`config.mk`:
```
export PLATFORM = sky130hd
export DESIGN_NAME = afifo_wr_burst_engine
export DESIGN_NICKNAME = d
export VERILOG_FILES = /design/src/rtl/afifo_pkg.sv /design/src/rtl/afifo_wr_data_gen.sv /design/src/rtl/afifo_wr_burst_engine.sv
export SDC_FILE = /design/constraint.sdc
export NUM_CORES = 1
export LEC_CHECK = 0
export CORE_ASPECT_RATIO = 0.75
export CORE_MARGIN = 1
export CORE_UTILIZATION = 30
export CTS_CLUSTER_SIZE = 10
export DETAILED_ROUTE_END_ITERATION = 6
export PLACE_DENSITY = 0.5
export SLEW_MARGIN = 20
export SYNTH_ARGS = -nofsm -noshare
export SYNTH_HDL_FRONTEND = slang
export SYNTH_SLANG_ARGS = --single-unit
```
`constraint.sdc`:
```
create_clock -name wclk -period 2.4 [get_ports wclk]
set_input_delay 0.48 -clock wclk [delete_from_list [all_inputs] [get_ports wclk]]
set_output_delay 0.48 -clock wclk [all_outputs]
set_load 0.03 [all_outputs]
```
`src/rtl/afifo_pkg.sv`:
```
// Shared types for the async FIFO write-side burst engine.
//   afifo_wr_mode_e   : data sequencing mode (INC / CONST / LFSR)
//   afifo_wr_status_e : per-burst completion status
//   afifo_wr_state_e  : burst engine FSM states
//   decode_mode()     : maps the raw 2-bit command mode (3 behaves as INC)
//   burst_status()    : priority encode TIMEOUT > DROPPED > OK
package afifo_pkg;

  typedef enum logic [1:0] {
    WR_INC   = 2'd0,
    WR_CONST = 2'd1,
    WR_LFSR  = 2'd2
  } afifo_wr_mode_e;

  typedef enum logic [1:0] {
    ST_OK      = 2'd0,
    ST_DROPPED = 2'd1,
    ST_TIMEOUT = 2'd2
  } afifo_wr_status_e;

  typedef enum logic [1:0] {
    IDLE  = 2'd0,
    WRITE = 2'd1,
    GAP   = 2'd2,
    DONE  = 2'd3
  } afifo_wr_state_e;

  function automatic afifo_wr_mode_e decode_mode(input logic [1:0] raw);
    afifo_wr_mode_e m;
    case (raw)
      2'd1:    m = WR_CONST;
      2'd2:    m = WR_LFSR;
      default: m = WR_INC;
    endcase
    return m;
  endfunction

  function automatic afifo_wr_status_e burst_status(input logic timed_out,
                                                    input logic any_drop);
    afifo_wr_status_e s;
    if (timed_out) begin
      s = ST_TIMEOUT;
    end else if (any_drop) begin
      s = ST_DROPPED;
    end else begin
      s = ST_OK;
    end
    return s;
  endfunction

endpackage

```
`src/rtl/afifo_wr_data_gen.sv`:
```
// Registered write-data sequencer for the burst engine.
//   clk, rst_n : write clock, async active-low reset
//   load       : capture seed and mode (command accept)
//   seed       : first beat data
//   mode       : raw 2-bit mode, decoded at load
//   advance    : step to the next beat value (beat written or dropped)
//   data       : current beat value (registered)
module afifo_wr_data_gen
  import afifo_pkg::*;
#(
  parameter int                    DATA_WIDTH = 32,
  parameter logic [DATA_WIDTH-1:0] TAPS       = {DATA_WIDTH{1'b1}}
) (
  input  logic                  clk,
  input  logic                  rst_n,
  input  logic                  load,
  input  logic [DATA_WIDTH-1:0] seed,
  input  logic [1:0]            mode,
  input  logic                  advance,
  output logic [DATA_WIDTH-1:0] data
);

  afifo_wr_mode_e        mode_r;
  logic [DATA_WIDTH-1:0] data_r;
  afifo_wr_mode_e        load_mode_s;

  function automatic logic [DATA_WIDTH-1:0] next_data(input logic [DATA_WIDTH-1:0] d,
                                                      input afifo_wr_mode_e m);
    logic [DATA_WIDTH-1:0] n;
    case (m)
      WR_CONST: n = d;
      WR_LFSR:  n = {d[DATA_WIDTH-2:0], ^(d & TAPS)};
      default:  n = d + {{(DATA_WIDTH-1){1'b0}}, 1'b1};
    endcase
    return n;
  endfunction

  assign load_mode_s = decode_mode(mode);

  // Seed/mode capture and per-beat advance; an all-zero LFSR seed would lock up,
  // so it is replaced by all-ones at load.
  always_ff @(posedge clk or negedge rst_n) begin
    if (!rst_n) begin
      data_r <= {DATA_WIDTH{1'b0}};
      mode_r <= WR_INC;
    end else if (load) begin
      mode_r <= load_mode_s;
      if ((load_mode_s == WR_LFSR) && (seed == {DATA_WIDTH{1'b0}})) begin
        data_r <= {DATA_WIDTH{1'b1}};
      end else begin
        data_r <= seed;
      end
    end else if (advance) begin
      data_r <= next_data(data_r, mode_r);
    end else begin
      data_r <= data_r;
    end
  end

  assign data = data_r;

endmodule

```
`src/rtl/afifo_wr_burst_engine.sv`:
```
// Write-side burst stimulus engine for the async FIFO write port (wclk domain).
//   cmd_*        : burst command (valid/ready handshake, accepted only in IDLE)
//   winc/wdata   : FIFO write strobe (never high while wfull) and registered data
//   wfull        : FIFO full; stalls (with timeout) or drops beats per cmd_drop
//   busy/done    : burst in progress / one-cycle end pulse with done_status
//   wr_count     : beats written, drop_count: beats dropped (saturating, hold
//                  until the next command is accepted)
//   full_evt     : one-cycle pulse on a wfull rising edge while busy
module afifo_wr_burst_engine
  import afifo_pkg::*;
#(
  parameter int          DATA_WIDTH = 32,
  parameter int          LEN_WIDTH  = 16,
  parameter int          GAP_WIDTH  = 4,
  parameter int          TMO_CYCLES = 256,
  parameter logic [31:0] LFSR_TAPS  = 32'h8020_0003
) (
  input  logic                  wclk,
  input  logic                  wrst_n,
  input  logic                  cmd_valid,
  output logic                  cmd_ready,
  input  logic [DATA_WIDTH-1:0] cmd_seed,
  input  logic [LEN_WIDTH-1:0]  cmd_len,
  input  logic [1:0]            cmd_mode,
  input  logic [GAP_WIDTH-1:0]  cmd_gap,
  input  logic                  cmd_drop,
  output logic                  winc,
  output logic [DATA_WIDTH-1:0] wdata,
  input  logic                  wfull,
  output logic                  busy,
  output logic                  done,
  output logic [1:0]            done_status,
  output logic [LEN_WIDTH-1:0]  wr_count,
  output logic [LEN_WIDTH-1:0]  drop_count,
  output logic                  full_evt
);

  localparam int                TMO_W    = $clog2(TMO_CYCLES);
  localparam logic [TMO_W-1:0]  TMO_LAST = TMO_W'(TMO_CYCLES - 1);
  localparam logic [LEN_WIDTH-1:0] LEN_ONE = {{(LEN_WIDTH-1){1'b0}}, 1'b1};
  localparam logic [GAP_WIDTH-1:0] GAP_ONE = {{(GAP_WIDTH-1){1'b0}}, 1'b1};

  afifo_wr_state_e       state_r, state_s;
  logic [LEN_WIDTH-1:0]  rem_r;
  logic [GAP_WIDTH-1:0]  gap_cfg_r, gap_cnt_r;
  logic                  drop_mode_r;
  logic [TMO_W-1:0]      tmo_r;
  logic [TMO_W-1:0]      tmo_inc_s;
  logic [LEN_WIDTH-1:0]  wr_count_r, drop_count_r;
  logic                  timeout_r;
  logic                  done_r;
  afifo_wr_status_e      done_status_r;
  logic                  wfull_q_r;
  logic                  accept_s, write_s, drop_s, stall_s, consume_s, tmo_expire_s;

  assign accept_s     = cmd_valid && (state_r == IDLE);
  assign write_s      = (state_r == WRITE) && !wfull;
  assign drop_s       = (state_r == WRITE) && wfull && drop_mode_r;
  assign stall_s      = (state_r == WRITE) && wfull && !drop_mode_r;
  assign consume_s    = write_s || drop_s;
  assign tmo_inc_s    = tmo_r + TMO_W'(1);
  // The stall that brings the consecutive-full count to TMO_CYCLES-1 aborts.
  assign tmo_expire_s = stall_s && (tmo_inc_s == TMO_LAST);

  // Next-state logic for the burst FSM.
  always_comb begin
    state_s = state_r;
    case (state_r)
      IDLE: begin
        if (cmd_valid) begin
          state_s = (cmd_len == {LEN_WIDTH{1'b0}}) ? DONE : WRITE;
        end else begin
          state_s = IDLE;
        end
      end
      WRITE: begin
        if (consume_s) begin
          if (rem_r == LEN_ONE) begin
            state_s = DONE;
          end else if (gap_cfg_r != {GAP_WIDTH{1'b0}}) begin
            state_s = GAP;
          end else begin
            state_s = WRITE;
          end
        end else if (tmo_expire_s) begin
          state_s = DONE;
        end else begin
          state_s = WRITE;
        end
      end
      GAP: begin
        if (gap_cnt_r == GAP_ONE) begin
          state_s = WRITE;
        end else begin
          state_s = GAP;
        end
      end
      DONE:    state_s = IDLE;
      default: state_s = IDLE;
    endcase
  end

  // FSM state register.
  always_ff @(posedge wclk or negedge wrst_n) begin
    if (!wrst_n) begin
      state_r <= IDLE;
    end else begin
      state_r <= state_s;
    end
  end

  // Burst bookkeeping: remaining beats, gap/timeout counters, saturating stats.
  always_ff @(posedge wclk or negedge wrst_n) begin
    if (!wrst_n) begin
      rem_r        <= {LEN_WIDTH{1'b0}};
      gap_cfg_r    <= {GAP_WIDTH{1'b0}};
      gap_cnt_r    <= {GAP_WIDTH{1'b0}};
      drop_mode_r  <= 1'b0;
      tmo_r        <= {TMO_W{1'b0}};
      wr_count_r   <= {LEN_WIDTH{1'b0}};
      drop_count_r <= {LEN_WIDTH{1'b0}};
      timeout_r    <= 1'b0;
    end else if (accept_s) begin
      rem_r        <= cmd_len;
      gap_cfg_r    <= cmd_gap;
      drop_mode_r  <= cmd_drop;
      tmo_r        <= {TMO_W{1'b0}};
      wr_count_r   <= {LEN_WIDTH{1'b0}};
      drop_count_r <= {LEN_WIDTH{1'b0}};
      timeout_r    <= 1'b0;
    end else begin
      if (consume_s) begin
        rem_r     <= rem_r - LEN_ONE;
        tmo_r     <= {TMO_W{1'b0}};
        gap_cnt_r <= gap_cfg_r;
      end
      if (write_s && !(&wr_count_r)) begin
        wr_count_r <= wr_count_r + LEN_ONE;
      end
      if (drop_s && !(&drop_count_r)) begin
        drop_count_r <= drop_count_r + LEN_ONE;
      end
      if (stall_s) begin
        tmo_r <= tmo_inc_s;
      end
      if (tmo_expire_s) begin
        timeout_r <= 1'b1;
      end
      if (state_r == GAP) begin
        gap_cnt_r <= gap_cnt_r - GAP_ONE;
      end
    end
  end

  // Completion pulse/status (registered out of DONE) and wfull history.
  always_ff @(posedge wclk or negedge wrst_n) begin
    if (!wrst_n) begin
      done_r        <= 1'b0;
      done_status_r <= ST_OK;
      wfull_q_r     <= 1'b0;
    end else begin
      done_r    <= (state_r == DONE);
      wfull_q_r <= wfull;
      if (state_r == DONE) begin
        done_status_r <= burst_status(timeout_r, drop_count_r != {LEN_WIDTH{1'b0}});
      end else begin
        done_status_r <= done_status_r;
      end
    end
  end

  afifo_wr_data_gen #(
    .DATA_WIDTH (DATA_WIDTH),
    .TAPS       (DATA_WIDTH'(LFSR_TAPS))
  ) u_data_gen (
    .clk     (wclk),
    .rst_n   (wrst_n),
    .load    (accept_s),
    .seed    (cmd_seed),
    .mode    (cmd_mode),
    .advance (consume_s),
    .data    (wdata)
  );

  assign winc        = write_s;
  assign cmd_ready   = (state_r == IDLE);
  assign busy        = (state_r != IDLE);
  assign done        = done_r;
  assign done_status = done_status_r;
  assign wr_count    = wr_count_r;
  assign drop_count  = drop_count_r;
  assign full_evt    = busy && wfull && !wfull_q_r;

endmodule
```
# Yosys cells after proc, flatten, opt, wreduce, memory -nomap -nowiden
# Index checks and enable logic that the tools add are counted.
word_totals:
  register_bits: 106
  elab_cells: 95
op_classes:
  n_bitwise: 1
  reduce_logical: 34
  muxes: 28
  addsub: 6
  eq_ne: 12
ops:
  columns: ["operator", "count"]
  rows:
  - ["16-bit two-way mux", 6]
  - ["32-bit two-way mux", 3]
  - ["32-bit one-hot mux with 2 select lines", 1]
  - ["16-bit by 1-bit adder with 16-bit output (second input constant)", 2]
  - ["32-bit by 1-bit adder with 32-bit output (second input constant)", 1]
  - ["32-bit zero test", 1]
  - ["16-bit AND reduction", 2]
  - ["32-bit parity", 1]
  - ["8-bit two-way mux", 3]
  - ["16-bit by 1-bit == test with 1-bit output (second input constant)", 1]
  - ["16-bit zero test", 1]
  - ["2-bit two-way mux", 8]
  - ["16-bit nonzero test", 1]
  - ["16-bit by 1-bit subtractor with 16-bit output (second input constant)", 1]
  - ["2-bit nonzero test", 6]
  - ["1-bit logical AND", 11]
  - ["2-bit == test (second input constant)", 5]
  - ["8-bit by 1-bit adder with 8-bit output (second input constant)", 1]
  - ["8-bit == test (second input constant)", 1]
  - ["4-bit two-way mux", 2]
  - ["2-bit one-hot mux with 4 select lines", 1]
  - ["2-bit by 1-bit == test with 1-bit output (second input constant)", 3]
  - ["1-bit zero test", 5]
  - ["4-bit by 1-bit == test with 1-bit output (second input constant)", 1]
  - ["other kinds (10)", 13]

# Logic depth before layout (Yosys ltp)
logic_depth:
  word_depth: 7
  mapped_depth: 9

# Hierarchy
# A second synthesis with hierarchy kept.
unflattened:
  hier_cells: 777
  area_unflattened_um2: 6749.0
by_module_without_submodules:
  columns: ["module", "cells_per_inst", "area_per_inst_um2", "n_inst", "seq_area_each_um2"]
  rows:
  - ["afifo_wr_burst_engine", 427, 3901.2, 1, 1801.7]
  - ["afifo_wr_data_gen", 350, 2847.7, 1, 850.8]

# Least setup slack after synthesis
# No wires, ideal clock.
synth_path:
  kind: "reg2reg"
  startpoint: "register state_r[1]"
  endpoint: "register drop_count_r[10] (netlist: drop_count[10])"
  path_buffers: 5
  setup_ps: 121
  required_time_ps: 2279
  stages_incl_launch_ff: 10
  arrival_time_ps: 2119
  slack_ps: 160
  period_less_slack_ps: 2240
  path_cell_list: "dfrtp_1 buf_2 or2_2 inv_1 and2_1 clkbuf_1 buf_2 buf_2 buf_2 nor2_1"
synth_via:
  word_cells_on_any_way: 8
synth_lines:
  columns: ["element", "line", "text"]
  rows:
  - ["from (decl)", "afifo_wr_burst_engine.sv:43", "afifo_wr_state_e state_r, state_s;"]
  - ["from (signal assigned)", "afifo_wr_burst_engine.sv:108", "state_r <= state_s;"]
  - ["2-bit zero test *", null, null]
  - ["via cmd_ready", "afifo_wr_burst_engine.sv:21", "output logic cmd_ready,"]
  - ["1-bit logical AND *", "afifo_wr_burst_engine.sv:56", "assign accept_s = cmd_valid && (state_r == IDLE);"]
  - ["16-bit two-way mux or 2-bit nonzero test (tied branches)", null, null]
  - ["to (signal assigned)", "afifo_wr_burst_engine.sv:121", "drop_count_r <= {LEN_WIDTH{1'b0}};"]
  - ["to (signal assigned)", "afifo_wr_burst_engine.sv:129", "drop_count_r <= {LEN_WIDTH{1'b0}};"]
  - ["to (signal assigned)", "afifo_wr_burst_engine.sv:141", "drop_count_r <= drop_count_r + LEN_ONE;"]
  - ["to (decl)", "afifo_wr_burst_engine.sv:49", "logic [LEN_WIDTH-1:0] wr_count_r, drop_count_r;"]
# Mark *: on every way through the listed nets, which the timed path passes. The rest lies on a longest branch.
# A chain may end at the register's enable or synchronous reset.

# Worst setup path in the final report
layout_path:
  startpoint: "input cmd_seed[18]"
  endpoint: "register u_data_gen.data_r[16] (netlist: u_data_gen.data[16])"
layout_via:
  elab_chain_len: 4
layout_lines:
  columns: ["element", "line", "text"]
  rows:
  - ["from (decl)", "afifo_wr_burst_engine.sv:22", "input logic [DATA_WIDTH-1:0] cmd_seed,"]
  - ["32-bit zero test", "afifo_wr_data_gen.sv:48", "if ((load_mode_s == WR_LFSR) && (seed == {DATA_WIDTH{1'b0}})) begin"]
  - ["1-bit logical AND", "afifo_wr_data_gen.sv:48", null]
  - ["32-bit two-way mux", "afifo_wr_data_gen.sv:48", null]
  - ["32-bit two-way mux", "afifo_wr_data_gen.sv:46", "end else if (load) begin"]
  - ["to (signal assigned)", "afifo_wr_data_gen.sv:44", "data_r <= {DATA_WIDTH{1'b0}};"]
  - ["to (signal assigned)", "afifo_wr_data_gen.sv:49", "data_r <= {DATA_WIDTH{1'b1}};"]
  - ["to (signal assigned)", "afifo_wr_data_gen.sv:54", "data_r <= next_data(data_r, mode_r);"]
  - ["to (decl)", "afifo_wr_data_gen.sv:24", "logic [DATA_WIDTH-1:0] data_r;"]
# No other way between the ends.

==> out/qor_table.md <==
| Parameter | This run | Unit |
|---|---|---|
| Run status | finished clean | - |
| Clock-pin slew on the worst setup and hold paths | 0.08 | ns |
| Clock tree from TritonCTS | yes | - |
| Switching part of the total | 44.9 | % |
| Ranking of synthesized cells by instance count | 106 x sky130_fd_sc_hd__dfrtp_1, 96 x sky130_fd_sc_hd__nand2_1, 70 x sky130_fd_sc_hd__nor2_1 | - |
| Clock Path Buffers | 2 | - |
| Standard-cell rows | 46 | - |
| Cell chosen for the clock root | sky130_fd_sc_hd__clkbuf_16 | - |
| Clock skew after layout | 0.00919 | ns |
| Hold Buf Count CTS | 0 | - |
| Share of layout cells above drive strength 1 | 15.4 | % |
| Area of the core | 21200 | µm² |
| Power share of the combinational group | 52.5 | % |
| GRT Resource Usage Total | 20.8 | % |
| Cell area after technology mapping | 6520 | µm² |
| Fmax | 444 | MHz |
| Setup-violating endpoint count in the final report | 0 | - |
| Number of filler cells placed in the layout | 2127 | - |
| Synth Net Count | 839 | - |
| Clock network latency to the later pin of the worst-skew pair | 0.36 | ns |
| Number of levels the H-tree was split into | 3 | - |
| Count of mapped cells out of synthesis | 770 | - |
| Most used flip-flop cell after synthesis | sky130_fd_sc_hd__dfrtp_1 | - |
| Weighted congestion at the end of routability-driven global placement | 0.848 | - |
| Largest net degree at the start of global routing | 50 | - |
| Post-layout worst setup margin | 0.146 | ns |
| Setup repair after global routing missed its margin | no | - |
| Final Hold Vio Count | 0 | - |
| Effective utilization at floorplan | 30.7 | % |
| Syn_area_per_cell | 8.47 | µm² |
| Ratio of final minimum period to clock period | 93.9 | % |
| Sequential area share after synthesis | 40.7 | % |
| DR WL/cell | 17.7 | µm |
| Required time at the worst-slack endpoint | 2.66 | ns |
| Estimated wirelength of the detail-placed design | 16900 | µm |
| Critical R2R Launch | rem_r[7]$_DFFE_PN0P_ | - |
| Antenna Diode Count | 0 | - |
| Area of the die | 22300 | µm² |
| Vias in the first global route | 6273 | - |
| First-pass detailed-route iteration total | 6 | - |
| Worst Path Max Fanout | 11 | - |
| Most numerous cell in the Yosys netlist | sky130_fd_sc_hd__dfrtp_1 | - |
| Vertical extent of the die | 130 | µm |
| Max-slew violation count | 0 | - |
| Number of sinks on the clock net | 106 | - |
| Antenna Nets Post-Route | 0 | - |
| Startpoint kind of the worst setup timing path | input port | - |
| Layout overhead on the synthesized area | 41.2 | % |
| Leakage power of the design | 3.74 | nW |
| Number of DRC markers in iteration 0 | 522 | - |
| Via/cell ratio | 5.30 | - |
| Biggest area contributors in the synthesized netlist | sky130_fd_sc_hd__dfrtp_1 41%, sky130_fd_sc_hd__nand2_1 5.5%, sky130_fd_sc_hd__nor2_1 4.0% | - |
| Post-synthesis cell type with the largest combined area | sky130_fd_sc_hd__dfrtp_1 | - |
| Slew of the pin with the lowest slew margin | 0.645 | ns |
| Die span in x | 172 | µm |
| Critical path capture point type | flip-flop | - |
| Placement-stage worst setup slack | -0.385 | ns |
| Gr ovfl total | 0 | - |
| Final cell utilization of the core | 43.4 | % |
| RR Endpoint | rem_r[15]$_DFFE_PN0P_ | - |
| Internal power | 5.41 | mW |
| Clock buffer count from CTS | 9 | - |
| Total wirelength of the detailed-routed design | 22500 | µm |
| Crit path time final | 2.25 | ns |
| Warnings from Yosys | 0 | - |
| Post-synth EDFFs | 0 | - |
| Area share of the leading cell type in the synthesized netlist | 40.7 | % |
| Class of the worst hold path | in2async | - |
| Class of the most critical setup path | in2reg | - |
| Maximum ir drop on the vdd rail | 0.536 | mV |
| Clock network fraction of design power | 16.3 | % |
| Number of port buffers | 129 | - |
| Sequential fraction of design power | 31.2 | % |
| DR vias | 6734 | - |
| Setup repair bufs after CTS | 0 | - |
| Flops & latches, synth | 106 | - |
| Placed inst area | 8890 | µm² |
| Sw power | 4.41 | mW |
| Ratio of total power to cell area | 1070 | nW/µm² |
| Fraction of registers with async set or reset after synthesis | 100 | % |
| Post-synth cell types | 70 | - |
| Reg2reg setup slack | 0.27 | ns |
| Reg2reg path depth | 5 | - |
| I/O pins | 130 | - |
| Cell area after layout | 9210 | µm² |
| Final Net Count | 1046 | - |
| Number of max-cap violations | 0 | - |
| Initial antenna violation count | 0 | - |
| Global-route wire length before repair | 35700 | µm |
| DRC violation count after routing | 0 | - |
| Worst-case headroom to the max-slew limit | 56.8 | % |
| Data arrival, critical path | 2.52 | ns |
timing repair:
action / in CTS / in global routing
pin swaps: 0 / 1
setup endpoints to repair: 4 / 17
resized for setup: 2 / 1
cell families (layout without fill, tap and decap cells):
| kind of cell | after synthesis | count (layout) | synth area share (%) |
|---|---|---|---|
| AOI/OAI and AO/OA | 202 | 202 | 20.4 |
| xor gates and xnor gates | 30 | 30 | 4.03 |
| adders and majority gates | 10 | 10 | 1.92 |
| buffers and inverters | 61 | 273 | 3.82 |
| DFF | 106 | 106 | 40.7 |
| muxes | 12 | 12 | 1.86 |
| and+or+nand+nor | 349 | 349 | 27.3 |
per-stage QoR:
step	hold WS, ns	TNS (ns)	power [mW]	instances
finish	0.0740	0	9.82	1270
global placement	0.466	-6.03	8.22	1254
detailed placement	0.474	-8.59	8.21	1254
global route	0.106	0	10.5	1270
floorplan	0.184	0	5.98	770
CTS	0.0938	0	9.86	1270
metal layers:
layer,GRT usage (%),vias up,share of wire [%]
li1,-,3290,-
met1,33.3,3198,53
met2,27.7,221,40
met3,3.85,25,5.7
met4,6.09,0,1.6
met5,0,-,0
area by class of cell:
cell class / instances / area (µm²) / share of cell area, %
repair buffers: 239 / 2170 / 23.6
flip-flops and latches: 106 / 2650 / 28.8
inverters: 18 / 67.6 / 0.734
well taps: 288 / 360 / 3.91
clock inverters: 5 / 60.1 / 0.652
clock buffers: 11 / 253 / 2.74
multi-input cells: 603 / 3650 / 39.6
power groups by stage:
stage          Combinational [mW]  Sequential, mW  Clock, mW
3_5_place_dp                 5.14            3.08          0
2_1_floorplan                2.49            3.48          0
6_report                     5.15            3.07       1.60
5_1_grt                      5.64            3.18       1.73
3_3_place_gp                 5.13            3.09          0
4_1_cts                      5.15            3.05       1.66
state kept, by name, summed over array words and instances, names as in the netlist:
name,cells
gap_cfg_r,4
wfull_q_r,1
timeout_r,1
tmo_r,8
drop_count,16
rem_r,16
done_status,2
done,1
drop_mode_r,1
u_data_gen.data,32
gap_cnt_r,4
wr_count,16
state_r,2
u_data_gen.mode_r,2
critical path, cell delays in order:
cell and delay (ns):
sky130_fd_sc_hd__clkdlybuf4s50_1 0.44, sky130_fd_sc_hd__nor4_1 0.29, sky130_fd_sc_hd__buf_4 0.17, sky130_fd_sc_hd__nand3_1 0.13, sky130_fd_sc_hd__o41ai_4 0.46, sky130_fd_sc_hd__buf_4 0.27, sky130_fd_sc_hd__nor2_1 0.06, sky130_fd_sc_hd__a211oi_1 0.22
cells in the final DEF, fill, tap and decap left out, types with 16 or more instances in the layout:
| cell type | count |
|---|---|
| sky130_fd_sc_hd__clkdlybuf4s50_1 | 125 |
| sky130_fd_sc_hd__inv_1 | 18 |
| sky130_fd_sc_hd__xnor2_1 | 16 |
| sky130_fd_sc_hd__buf_4 | 108 |
| sky130_fd_sc_hd__dfrtp_1 | 106 |
| sky130_fd_sc_hd__o21ai_0 | 52 |
| sky130_fd_sc_hd__nor2_1 | 70 |
| sky130_fd_sc_hd__nand3_1 | 38 |
| sky130_fd_sc_hd__nor4_1 | 26 |
| sky130_fd_sc_hd__a21oi_1 | 45 |
| sky130_fd_sc_hd__nand4_1 | 26 |
| sky130_fd_sc_hd__nor3_1 | 25 |
| sky130_fd_sc_hd__nand2_1 | 96 |
how the worst max path moves through the flow:
stage	start	slack, ns	end
2_1_floorplan	state_r[1]$_DFF_PN0_	0.16	drop_count[10]$_DFFE_PN0P_
3_3_place_gp	cmd_seed[4]	-0.27	u_data_gen.data[16]$_DFFE_PN0P_
3_5_place_dp	cmd_seed[17]	-0.38	u_data_gen.data[20]$_DFFE_PN0P_
4_1_cts	cmd_seed[17]	0.06	u_data_gen.data[16]$_DFFE_PN0P_
5_1_grt	cmd_seed[18]	0.03	u_data_gen.data[9]$_DFFE_PN0P_
6_report	cmd_seed[18]	0.15	u_data_gen.data[16]$_DFFE_PN0P_
(Power assumes the default switching activity.)
